$ cat src/rtl/pipe_hazard_sched.sv
// Hazard scheduler for a 5-stage pipeline: load-use stall, branch flush window,
// EX operand forwarding selects and saturating stall/flush performance counters.
module pipe_hazard_sched #(
  parameter int REG_W        = 4,
  parameter int FLUSH_CYCLES = 2,
  parameter int CNT_W        = 16   // counters saturate at 2**CNT_W-1 (1..16)
) (
  input  logic             clk,
  input  logic             rst,
  input  logic [3:0]       id_opcode,
  input  logic [REG_W-1:0] id_rs1,
  input  logic [REG_W-1:0] id_rs2,
  input  logic [REG_W-1:0] ex_rd,
  input  logic             ex_mem_read,
  input  logic [REG_W-1:0] ex_rs1,
  input  logic [REG_W-1:0] ex_rs2,
  input  logic [REG_W-1:0] mem_rd,
  input  logic             mem_reg_write,
  input  logic [REG_W-1:0] wb_rd,
  input  logic             wb_reg_write,
  input  logic             branch_taken,
  output logic             pc_write,
  output logic             ifid_write,
  output logic             ifid_flush,
  output logic             idex_bubble,
  output logic [1:0]       fwd_a,
  output logic [1:0]       fwd_b,
  output logic [1:0]       state_o,
  output logic [15:0]      stall_cnt,
  output logic [15:0]      flush_cnt
);

  localparam logic [1:0]  ST_RUN     = 2'b00;
  localparam logic [1:0]  ST_STALL   = 2'b01;
  localparam logic [1:0]  ST_FLUSH   = 2'b10;
  localparam logic [3:0]  FLUSH_INIT = 4'(FLUSH_CYCLES - 1);
  localparam logic [15:0] CNT_MAX    = 16'((32'd1 << CNT_W) - 32'd1);

  logic [1:0]  state_q, state_d;
  logic [3:0]  fcnt_q, fcnt_d;
  logic [15:0] stall_cnt_q, stall_cnt_d;
  logic [15:0] flush_cnt_q, flush_cnt_d;
  logic        use_rs1, use_rs2, load_use;

  function automatic logic [15:0] sat_inc(input logic [15:0] v);
    return (v >= CNT_MAX) ? v : v + 16'd1;
  endfunction

  // EX/MEM wins over MEM/WB because it holds the younger result.
  function automatic logic [1:0] fwd_sel(
    input logic [REG_W-1:0] rs,
    input logic [REG_W-1:0] m_rd, input logic m_wr,
    input logic [REG_W-1:0] w_rd, input logic w_wr
  );
    if (m_wr && m_rd != '0 && m_rd == rs) return 2'b01;
    if (w_wr && w_rd != '0 && w_rd == rs) return 2'b10;
    return 2'b00;
  endfunction

  always_comb begin
    // NOTE: every signal written here gets a default first so no latch is inferred.
    use_rs1 = 1'b0;
    use_rs2 = 1'b0;
    case (id_opcode)
      4'b0001, 4'b0010, 4'b1001, 4'b1010, 4'b1011, 4'b1101, 4'b1111: begin
        use_rs1 = 1'b1;
        use_rs2 = 1'b1;
      end
      4'b0011, 4'b0100, 4'b0101, 4'b0110, 4'b1110: use_rs1 = 1'b1;
      default: ;
    endcase
  end

  assign load_use = ex_mem_read && (ex_rd != '0) &&
                    ((use_rs1 && ex_rd == id_rs1) || (use_rs2 && ex_rd == id_rs2));

  always_comb begin
    pc_write    = 1'b1;
    ifid_write  = 1'b1;
    ifid_flush  = 1'b0;
    idex_bubble = 1'b0;
    state_d     = ST_RUN;
    fcnt_d      = fcnt_q;
    stall_cnt_d = stall_cnt_q;
    flush_cnt_d = flush_cnt_q;
    fwd_a       = fwd_sel(ex_rs1, mem_rd, mem_reg_write, wb_rd, wb_reg_write);
    fwd_b       = fwd_sel(ex_rs2, mem_rd, mem_reg_write, wb_rd, wb_reg_write);

    case (state_q)
      ST_FLUSH: begin
        ifid_flush  = 1'b1;
        idex_bubble = 1'b1;
        if (fcnt_q <= 4'd1) begin
          fcnt_d = '0;
        end else begin
          state_d = ST_FLUSH;
          fcnt_d  = fcnt_q - 4'd1;
        end
      end
      default: begin
        // Branch outranks load-use; STALL never re-arms a stall.
        if (branch_taken) begin
          ifid_flush  = 1'b1;
          idex_bubble = 1'b1;
          flush_cnt_d = sat_inc(flush_cnt_q);
          if (FLUSH_CYCLES > 1) begin
            state_d = ST_FLUSH;
            fcnt_d  = FLUSH_INIT;
          end else begin
            fcnt_d = '0;
          end
        end else if (state_q == ST_RUN && load_use) begin
          pc_write    = 1'b0;
          ifid_write  = 1'b0;
          idex_bubble = 1'b1;
          stall_cnt_d = sat_inc(stall_cnt_q);
          state_d     = ST_STALL;
        end
      end
    endcase

    if (rst) begin
      pc_write    = 1'b0;
      ifid_write  = 1'b0;
      ifid_flush  = 1'b1;
      idex_bubble = 1'b1;
      fwd_a       = 2'b00;
      fwd_b       = 2'b00;
    end
  end

  always_ff @(posedge clk) begin
    // NOTE: state registers use non-blocking assignments so all of them update from pre-edge values.
    if (rst) begin
      state_q     <= ST_RUN;
      fcnt_q      <= '0;
      stall_cnt_q <= '0;
      flush_cnt_q <= '0;
    end else begin
      state_q     <= state_d;
      fcnt_q      <= fcnt_d;
      stall_cnt_q <= stall_cnt_d;
      flush_cnt_q <= flush_cnt_d;
    end
  end

  assign state_o   = rst ? ST_RUN : state_q;
  assign stall_cnt = stall_cnt_q;
  assign flush_cnt = flush_cnt_q;

endmodule

$ cat config.mk
export PLATFORM = sky130hd
export DESIGN_NAME = pipe_hazard_sched
export DESIGN_NICKNAME = d
export VERILOG_FILES = /design/src/rtl/pipe_hazard_sched.sv
export SDC_FILE = /design/constraint.sdc
export NUM_CORES = 1
export LEC_CHECK = 0
export CAP_MARGIN = 10
export CORE_ASPECT_RATIO = 1.1
export CORE_UTILIZATION = 50
export CTS_CLUSTER_DIAMETER = 80
export DETAILED_ROUTE_END_ITERATION = 8
export GPL_TIMING_DRIVEN = 1
export PLACE_DENSITY_LB_ADDON = 0.3
export REMOVE_ABC_BUFFERS = 1
export SYNTH_ARGS = -nofsm -noshare
export SYNTH_HDL_FRONTEND = slang
export SYNTH_SLANG_ARGS = --single-unit
$ cat constraint.sdc
create_clock -name clk -period 5.5 [get_ports clk]
set_clock_uncertainty 0.2 [all_clocks]
set_input_delay 1.1 -clock clk [delete_from_list [all_inputs] [get_ports clk]]
set_output_delay 1.1 -clock clk [all_outputs]
set_load 0.05 [all_outputs]
-- Word-level counts from Yosys, hierarchy flattened
Index checks and enable logic that the tools add are counted.
W data, S select, Z words.
- add/subtract/negate cells: 3
- magnitude comparators: 3
- equal/unequal tests: 19
- muxes and demuxes: 37
- bitwise gates (word level): 4
- reduce and logical (&&, ||, !) cells: 21
- operator list (operator ; number):
    $add A16 B1 Y16 const B ; 2
    $ge A16 B16 Y1 const B ; 2
    $mux W2 ; 14
    $eq A4 B4 Y1 ; 6
    $eq A4 B4 Y1 const B ; 6
    $mux W1 ; 20
    $eq A4 B3 Y1 const B ; 3
    $mux W4 ; 3
    $reduce_bool A4 Y1 ; 3
    $reduce_or A12 Y1 ; 1
    $logic_and A1 B1 Y1 ; 11
    $eq A4 B2 Y1 const B ; 2
    $reduce_or A7 Y1 ; 1
    $eq A4 B1 Y1 const B ; 1
    $le A4 B1 Y1 const B ; 1
    $not A1 Y1 ; 4
    $reduce_and A4 Y1 ; 1
    $sub A4 B1 Y4 const B ; 1
    $reduce_and A3 Y1 ; 1
    $eq A2 B2 Y1 const B ; 1
    $logic_not A2 Y1 ; 1
    $reduce_bool A2 Y1 ; 1
    $logic_or A1 B1 Y1 ; 1
- bits in registers: 38
- input bits: 38
- logic and storage cells: 91

-- Depth between registers and ports, before layout
Gate-level depths: netlist of the first run.
- word-level depth: 11
- mapped depth: 7
- depth with buffers taken out: 7

-- Worst setup path after synthesis of the first run
No wires, ideal clock.
- path kind: input to output
- start: input port mem_rd[0]
- end: output port fwd_a[1]
- data arrival time: 2.858 ns
- required time: 4.200 ns
- path slack: 1.342 ns
- stages: 3
- path buffers: 0
- cells stage by stage: o41ai_1 nor2_1 nor3_1
- cells in the longest elaborated chain, start to end: 6
- ends and longest elaborated chain (element ; line ; RTL):
    from (decl) ; 17 ; input logic [REG_W-1:0] mem_rd,
    $reduce_bool A4 Y1 ; 55 ; if (m_wr && m_rd != '0 && m_rd == rs) return 2'b01;
    $logic_and A1 B1 Y1 ; 55 ;
    $logic_and A1 B1 Y1 * ; 55 ;
    $mux W1 * ; 55 ;
    $mux W2 * ; 56 ; if (w_wr && w_rd != '0 && w_rd == rs) return 2'b10;
    $mux W2 * ; 122 ; if (rst) begin
    to (decl) ; 26 ; output logic [1:0] fwd_a,
Mark *: on every way between the ends. The rest lies on a longest branch, timed or not.

-- Final worst setup path of the first run
- start: input port mem_rd[1]
- end: output port fwd_a[1]
The elaborated chain is that of the path after synthesis.

==> results of run 1 <==
-- power breakdown --
group | total, mW | internal, mW | switching [mW]
Sequential | 0.284 | 0.279 | 0.00472
Combinational | 0.124 | 0.0573 | 0.0663
Clock | 0.234 | 0.133 | 0.100
-- layer usage --
layer	GRT usage, %	vias to the layer above
li1	-	1198
met1	29.47	1131
met2	44.22	76
met3	6.748	10
met4	9.259	0
met5	0	-
-- sequential cells by signal, summed over array words and instances, names as in the netlist --
register   cells
flush_cnt     16
state_q        2
stall_cnt     16
fcnt_q         4
-- cell usage after synthesis, types with 3 or more instances --
cell,count
o311ai_0,3
dfxtp_1,38
inv_1,5
nor4_1,8
and4_1,5
ha_1,4
nor2b_1,7
o21ai_0,10
xnor2_1,29
nand3_1,10
a21oi_1,13
or4_1,7
nand4_1,14
o41ai_1,3
nand2_1,22
o31ai_1,7
nor2_1,27
or3_1,6
clkbuf_1,6
mux2_2,4
nor3_1,16
xor2_1,8
-- through the flow --
step | hold WS [ns] | util (%) | power (mW) | cells
after floorplan | 0.2576 | - | 0.3533 | 273
after global placement | 0.2719 | 69.39 | 0.4097 | 411
after detailed placement | 0.2762 | 69.39 | 0.4132 | 411
after CTS | 0.2875 | 71.75 | 0.6454 | 419
after global routing | 0.3024 | 71.75 | 0.6670 | 419
final | 0.2896 | 71.75 | 0.6411 | 419
-- critical path, stage by stage --
cell             delay [ns]
clkdlybuf4s50_1        0.48
o41ai_1                0.68
nor2_1                 0.12
nor3_1                 0.20
clkdlybuf4s50_1        0.83
-- final timing paths --
path                     start           end  depth (start not counted)  slack, ns
hold / removal       fcnt_q[3]     fcnt_q[3]                          2       0.29
hold reg to reg      fcnt_q[3]     fcnt_q[3]                          2       0.29
setup reg to reg  stall_cnt[0]  stall_cnt[7]                          6       3.17
setup / recovery     mem_rd[1]      fwd_a[1]                          5       0.78
-- cell type report --
class	count	area, um^2
multi-input cells	230	1543
fillers	377	1305
repair buffers	82	813.3
flip-flops and latches	38	760.7
well taps	56	70.07
clock buffers	5	68.82
clock inverters	3	40.04
inverters	5	18.77
-- logic make-up (layout without fill, tap and decap cells) --
family          count (synthesis)  count (layout)  share of synthesized area (%)
xor+xnor                       37              37                          13.57
buf+inv                        16              95                          3.824
mux                             6               6                          2.724
simple gates                  141             141                          34.62
fa+ha+maj                       4               4                          2.095
compound gates                 42              42                          11.32
flops                          38              38                          31.85
==> impl_metrics.tcl, run 1 <==
set metrics [dict create \
    status "finished clean" \
    critPathLaunchType "primary input" \
    synth_edf_count 0 \
    rows 26 \
    post_cts_resized 0 \
    cts_root_buf "clkbuf_8" \
    grt_use_total_pct 25.36 \
    final_area_mm2 0.003314 \
    syn_area_mm2 0.002389 \
    powerDensity_mw_per_mm2 193.4 \
    cp.arrival_ns 3.42 \
    drtAntennaViolNets 0 \
    drt_pass1_iterations 4 \
    ios 80 \
    drtIter0Drc 144 \
    top_signal_layer_used "met4" \
    slew_headroom_pct 27.99 \
    cts_hold_buf 0 \
    vdd_drop_max_mv 0.1498 \
    viasPerCell 5.764 \
    routed_wirelength_mm 5.998 \
    grt_pass1_vias 2250 \
    setup_ws_ns 0.7816 \
    antenna_found_initial 0 \
    post-route-period-util_pct 85.79 \
    clk_pin_slew_ns 0.07 \
    cts_max_level 2 \
    wl_met1_mm 2.514 \
    dp_slack_ns 0.7634 \
    ys.flop_type "dfxtp_1" \
    layout-drive-gt1-share_pct 7.163 \
    tightest_slew_ns 1.071 \
    initial_core_util_pct 51.71 \
    diodes 0 \
    yosysTopAreaCellShare_pct 31.85 \
    wl_met3_um 388 \
    synthTopCellsByArea "dfxtp_1 32%, xnor2_1 11%, nor2_1 4.2%" \
    cts_buffers 5 \
    mostFrequentLayoutCells "79 x clkdlybuf4s50_1, 38 x dfxtp_1, 29 x xnor2_1, 27 x nor2_1, 22 x nand2_1" \
    rsz0062_at_grt "no" \
    yosysTopAreaCell "dfxtp_1" \
    avgRoutedWirePerCell_um 14.32 \
    dieArea_mm2 0.005058 \
    critPathMaxFanout 4 \
    synthArstFlopShare_pct 0 \
    yosys_warnings 0 \
    final_max_slew_viol_count 0 \
    gr-total-overflow 0 \
    hold_viol 0 \
    die-width_um 67.90 \
    met2_length_mm 3.008 \
    drc 0 \
    finalSetupViolations 0 \
    synth_seq_cells 38 \
    max_freq_mhz 211.9 \
    die_y_um 74.49 \
    p_leak_nw 1.047 \
    min_path_type "reg2reg" \
    cts_sinks 38 \
    core_mm2 0.004619 \
    final_common_cell "clkdlybuf4s50_1" \
    dpl.hpwl_mm 4.572 \
    syn_area_per_cell_um2 8.410 \
    maxCapViolCount 0 \
    synth_cell_type_count 46 \
    cts_setup_buffers 0 \
    io_buffers 79 \
    fin_crit_ns 4.718 \
    gp_congestion 0.9165 \
    syn2layout_area_growth_pct 38.76 \
    cp.required_ns 4.20 \
    syn_inst 284 \
    grt_start_max_net_pins 31 \
    cts_tree "built" \
    synth-seq-area-share_pct 31.85 \
    cp-end-kind "primary output" \
    clock_latency_ns 0.30 \
    place_area_mm2 0.003206 \
    grt_pass1_wl_mm 9.701 \
    ctsLongestPathBuffers 2 \
    tns_ns 0 \
    via_count 2415 \
    final_nets 404 \
    worst-setup-path-type "in2out" \
]
Note: power is estimated with default switching activity, not from simulation.
==> inputs of run 2 (changes only) <==
--- a/config.mk
+++ b/config.mk
@@ -9,6 +9,7 @@
 export CORE_ASPECT_RATIO = 1.1
 export CORE_UTILIZATION = 50
 export CTS_CLUSTER_DIAMETER = 80
+export CTS_CLUSTER_SIZE = 12
 export DETAILED_ROUTE_END_ITERATION = 8
 export GPL_TIMING_DRIVEN = 1
 export PLACE_DENSITY_LB_ADDON = 0.3
==> constraint.sdc (replaced) <==
create_clock -name clk -period 5.5 [get_ports clk]
set_clock_uncertainty 0.2 [all_clocks]
set_input_delay 0.55 -clock clk [delete_from_list [all_inputs] [get_ports clk]]
set_output_delay 0.55 -clock clk [all_outputs]
set_load 0.05 [all_outputs]
==> run 2 against run 1 <==
Global-route usage shrank 0.85 points. Sequential share of layout area grew 0.10 points. Final cell count shrank 0.48%. Count of clock-buffer cells in the layout is the same. Hold slack gained 0.026 ns. Largest power group unchanged.
==> impl_metrics.tcl, run 2 (synthesis gave the netlist of run 1 again) <==
set metrics [dict create \
    ctsLongestPathBuffers 2 \
    rsz0062_at_grt "no" \
    met2_length_mm 2.872 \
    drtAntennaViolNets 0 \
    min_path_type "reg2reg" \
    viasPerCell 5.705 \
    antenna_found_initial 0 \
    grt_start_max_net_pins 43 \
    dpl.hpwl_mm 4.378 \
    clk_pin_slew_ns 0.08 \
    fillers 373 \
    vdd_drop_max_mv 0.1474 \
    tightest_slew_ns 1.163 \
    final_common_cell "clkdlybuf4s50_1" \
    routed_wirelength_mm 5.837 \
    status "finished clean" \
    gp_congestion 0.8146 \
    drtIter0Drc 170 \
    cp-end-kind "primary output" \
    cts_root_buf "clkbuf_8" \
    power_mw 0.6454 \
    cts_sinks 38 \
    worst-setup-path-type "in2out" \
    drt_pass1_iterations 4 \
    hold_viol 0 \
    crit_path_frequent_cell "clkdlybuf4s50_1" \
    grt_use_total_pct 24.51 \
    final_max_slew_viol_count 0 \
    slowest_stage "clkdlybuf4s50_1" \
    cts_max_level 2 \
    finalSetupViolations 0 \
    grt_pass1_vias 2164 \
    grt_pass1_wl_mm 9.501 \
    post_cts_resized 0 \
    clock_latency_ns 0.30 \
    post-route-util_pct 71.42 \
    fin_crit_ns 4.100 \
    die_y_um 74.49 \
    avgRoutedWirePerCell_um 14.00 \
    crit_chain "clkdlybuf4s50_1 -> o21bai_1 -> a22o_1 -> a22oi_2 -> or2b_1 -> o21a_1 -> clkdlybuf4s50_1" \
    drc 0 \
    core_mm2 0.004619 \
    p_leak_nw 1.038 \
    cp.required_ns 4.75 \
    max_freq_mhz 243.9 \
    cts_tree "built" \
    maxCapViolCount 0 \
    wl_met1_mm 2.572 \
    critPathTopFamily "compound AO/OA/AOI/OAI gates" \
    via_count 2379 \
    slew_headroom_pct 21.85 \
    rows 26 \
    top_signal_layer_used "met4" \
    initial_core_util_pct 51.71 \
    ios 80 \
    cp.arrival_ns 3.35 \
    die-width_um 67.90 \
    diodes 0 \
    cts_buffers 5 \
    gr-total-overflow 0 \
    critPathMaxFanout 27 \
    critPathLaunchType "primary input" \
    syn2layout_area_growth_pct 38.13 \
    post-route-period-util_pct 74.54 \
    crit_buf_inv 2 \
    max_stage_delay_ns 0.80 \
    tns_ns 0 \
    dieArea_mm2 0.005058 \
    powerDensity_mw_per_mm2 195.6 \
    cts_hold_buf 0 \
    final_nets 402 \
    mostFrequentLayoutCells "79 x clkdlybuf4s50_1, 38 x dfxtp_1, 29 x xnor2_1, 27 x nor2_1, 22 x nand2_1" \
    io_buffers 79 \
    cts_setup_buffers 0 \
    layout-drive-gt1-share_pct 6.648 \
    wl_met3_um 303 \
]
run 2: routing by layer:
| metal | GRT usage (%) | up-vias |
|---|---|---|
| met5 | 0 | - |
| met4 | 9.259 | 0 |
| met3 | 4.448 | 9 |
| met2 | 42.57 | 74 |
| met1 | 29.71 | 1094 |
| li1 | - | 1202 |
run 2: layout make-up:
class / count / area, um^2 / share of cell area (%)
Multi-Input combinational cell: 230 / 1543 / 46.76
Tap cell: 56 / 70.07 / 2.124
Clock buffer: 5 / 68.82 / 2.086
Sequential cell: 38 / 760.7 / 23.06
Clock inverter: 3 / 40.04 / 1.214
Inverter: 5 / 18.77 / 0.5688
Timing Repair Buffer: 80 / 798.3 / 24.19
run 2: power breakdown:
group          leakage, nW  internal (mW)  switching, mW  total [mW]
sequential           0.307          0.279        0.00471       0.284
clock               0.0579          0.134          0.107       0.241
combinational        0.673         0.0561         0.0647       0.121
total                 1.04          0.469          0.177       0.645
run 2: stage by stage:
stage               cell area (um^2)  setup slack (ns)  instances  hold slack (ns)
CTS                             3299             1.394        417           0.3089
global route                    3299             1.220        417           0.3375
floorplan                       2316             2.329        273           0.2576
finish                          3299             1.400        417           0.3160
detailed placement              3191             1.409        409           0.2959
global placement                3191             1.475        409           0.2705
run 2: worst paths after layout:
| check | startpoint | slack, ns | cells past startpoint | endpoint |
|---|---|---|---|---|
| hold / removal | fcnt_q[2] | 0.32 | 2 | fcnt_q[2] |
| setup reg to reg | flush_cnt[0] | 3.11 | 6 | flush_cnt[2] |
| hold reg to reg | fcnt_q[2] | 0.32 | 2 | fcnt_q[2] |
| setup / recovery | id_opcode[3] | 1.40 | 7 | pc_write |
run 2: worst min-delay path, delay by kind of cell (launching register included):
kind	cells	cell delay (ns)
DFF	1	0.35
and+or+nand+nor	1	0.06
AOI/OAI and AO/OA	1	0.06
==> inputs of run 3 (changes only) <==
--- a/config.mk
+++ b/config.mk
@@ -7,7 +7,7 @@
 export LEC_CHECK = 0
 export CAP_MARGIN = 10
 export CORE_ASPECT_RATIO = 1.1
-export CORE_UTILIZATION = 50
+export CORE_UTILIZATION = 42
 export CTS_CLUSTER_DIAMETER = 80
 export CTS_CLUSTER_SIZE = 12
 export DETAILED_ROUTE_END_ITERATION = 8
==> constraint.sdc (replaced) <==
create_clock -name clk -period 3.7 [get_ports clk]
set_clock_uncertainty 0.2 [all_clocks]
set_input_delay 0.37 -clock clk [delete_from_list [all_inputs] [get_ports clk]]
set_output_delay 0.37 -clock clk [all_outputs]
set_load 0.05 [all_outputs]
==> run 3 against run 2 <==
Register-to-register slack got worse by 1.7 ns. Hold slack got worse by 0.027 ns. Setup slack got worse by 0.66 ns. Final cell count grew 5.5%. Core utilization decreased by 9.2 points. Die area is 18% higher. Sequential cell count stayed put. Total power is 36% higher. Count of clock-buffer cells in the layout up 2. Highest routed layer unchanged. Critical path type unchanged. Global-route usage shrank 3.8 points. Combinational power rose by 57%.
==> impl_metrics.tcl, run 3 (synthesis gave the netlist of run 1 again) <==
set metrics [dict create \
    die-width_um 73.90 \
    grt_pass1_vias 2166 \
    cts_sinks 38 \
    initial_core_util_pct 43.99 \
    cts_max_level 2 \
    rsz0062_at_grt "no" \
    antenna_found_initial 0 \
    gr-total-overflow 0 \
    fin_crit_ns 2.958 \
    diodes 0 \
    clock_latency_ns 0.28 \
    powerDensity_mw_per_mm2 260.4 \
    max_stage_delay_ns 0.73 \
    fillers 489 \
    cts_buffers 5 \
    via_count 2408 \
    drtAntennaViolNets 0 \
    cts_tree "built" \
    post-route-period-util_pct 79.94 \
    io_buffers 79 \
    min_path_type "reg2reg" \
    clkPwrFrac_pct 30.4 \
    tightest_slew_ns 0.8492 \
    reg2regPathDepth 6 \
    syn2layout_area_growth_pct 41.44 \
    viasPerCell 5.473 \
    ctsLongestPathBuffers 2 \
    tns_ns 0 \
    drtIter0Drc 95 \
    r2r-end "stall_cnt[7]" \
    rrSetupSlack_ns 1.38 \
    seq_power_share_pct 48.0 \
    die_y_um 81.09 \
    grt_start_max_net_pins 28 \
    power_mw 0.8797 \
    ios 80 \
    dpl.hpwl_mm 4.541 \
    critPathCapture "fwd_a[0]" \
    layout-drive-gt1-share_pct 8.493 \
    final_max_slew_viol_count 0 \
    final_common_cell "clkdlybuf4s50_1" \
    crit_path_frequent_cell "clkdlybuf4s50_1" \
    path_depth 4 \
    internal-power_mw 0.6367 \
    worst-setup-path-type "in2out" \
    core_mm2 0.005430 \
    drt_pass1_iterations 4 \
    vdd_drop_max_mv 0.1961 \
    critPathLaunchType "primary input" \
    maxCapViolCount 0 \
    gp_congestion 0.8252 \
    critPathTopFamily "buffers and inverters" \
    mostFrequentLayoutCells "74 x clkdlybuf4s50_1, 38 x dfxtp_1, 29 x xnor2_1, 27 x nor2_1, 22 x nand2_1" \
    hold-path-cell-count 2 \
    drc 0 \
    clk_pin_slew_ns 0.07 \
    p_sw_share_pct 27.63 \
    hold_viol 0 \
    cp-end-kind "primary output" \
    rows 28 \
    r2r-start "stall_cnt[0]" \
    grt_use_total_pct 20.70 \
    cts_hold_buf 0 \
    dieArea_mm2 0.005993 \
    max_freq_mhz 338.1 \
    critPathMaxFanout 4 \
    slew_headroom_pct 42.67 \
    finalSetupViolations 0 \
    slowest_stage "clkdlybuf4s50_1" \
    crit_start "mem_rd[0]" \
    post_cts_resized 0 \
    cp.arrival_ns 2.39 \
    cts_root_buf "clkbuf_8" \
    cp.required_ns 3.13 \
    avgRoutedWirePerCell_um 13.40 \
    crit_buf_inv 2 \
    p_leak_nw 1.069 \
    cts_setup_buffers 0 \
    routed_wirelength_mm 5.896 \
    crit_chain "clkdlybuf4s50_1 -> o41ai_1 -> nor3_1 -> clkdlybuf4s50_1" \
    final_nets 407 \
    grt_pass1_wl_mm 9.804 \
    switchingPower_mw 0.2430 \
    status "finished clean" \
    pwr-share-comb_pct 21.7 \
]
==> run 3: cell count changes in the layout (fill, tap and decap cells not counted) <==
cell / delta
bufinv_16: -1
clkbuf_1: +2
buf_12: +5
clkinv_2: -2
buf_4: +5
clkdlybuf4s50_1: -5
==> run 3: through the flow <==
stage          setup slack (ns)  area [um^2]  util, %  hold slack (ns)  instances
6_report                 0.7423         3378    62.21           0.2886        440
5_1_grt                  0.5785         3378    62.21           0.3341        440
4_1_cts                  0.7691         3378    62.21           0.2910        440
3_5_place_dp             0.7706         3302    60.81           0.2791        433
3_3_place_gp             0.8605         3302    60.81           0.2713        433
2_1_floorplan            0.8792         2316        -           0.2391        273
==> run 3: metal layers <==
| layer | wire length (um) | share of wire [%] | vias up | global-route usage (%) |
|---|---|---|---|---|
| li1 | - | - | 1209 | - |
| met1 | 2598 | 44 | 1119 | 25.97 |
| met2 | 2983 | 51 | 70 | 35.82 |
| met3 | 252 | 4.3 | 10 | 3.970 |
| met4 | 63 | 1.1 | 0 | 5.577 |
| met5 | 0 | 0 | - | 0 |
==> run 3: worst min-delay path by stage <==
stage	start	end	slack, ns
2_1_floorplan	rst	fcnt_q[0]	0.24
4_1_cts	fcnt_q[3]	fcnt_q[3]	0.29
3_5_place_dp	fcnt_q[3]	fcnt_q[3]	0.28
6_report	fcnt_q[3]	fcnt_q[3]	0.29
3_3_place_gp	fcnt_q[3]	fcnt_q[3]	0.27
5_1_grt	stall_cnt[14]	stall_cnt[14]	0.33
==> run 3: power by group through the flow <==
stage	combinational [mW]	clock [mW]	sequential [mW]
finish	0.190	0.267	0.422
global route	0.208	0.292	0.423
CTS	0.191	0.276	0.422
detailed placement	0.190	0	0.431
global placement	0.187	0	0.431
floorplan	0.0860	0	0.439
==> run 3: tightest hold or removal path: stages (launching register included) <==
cell and delay (ns):
dfxtp_1 0.33, nand2_1 0.06, o31ai_1 0.06
==> run 3: final cells by class <==
class / instances / area [um^2] / share of cell area, %
clock buffers: 7 / 76.32 / 2.259
inverters: 5 / 18.77 / 0.5556
multi-input cells: 230 / 1543 / 45.67
flip-flops and latches: 38 / 760.7 / 22.52
well taps: 75 / 93.84 / 2.778
repair buffers: 85 / 885.9 / 26.22
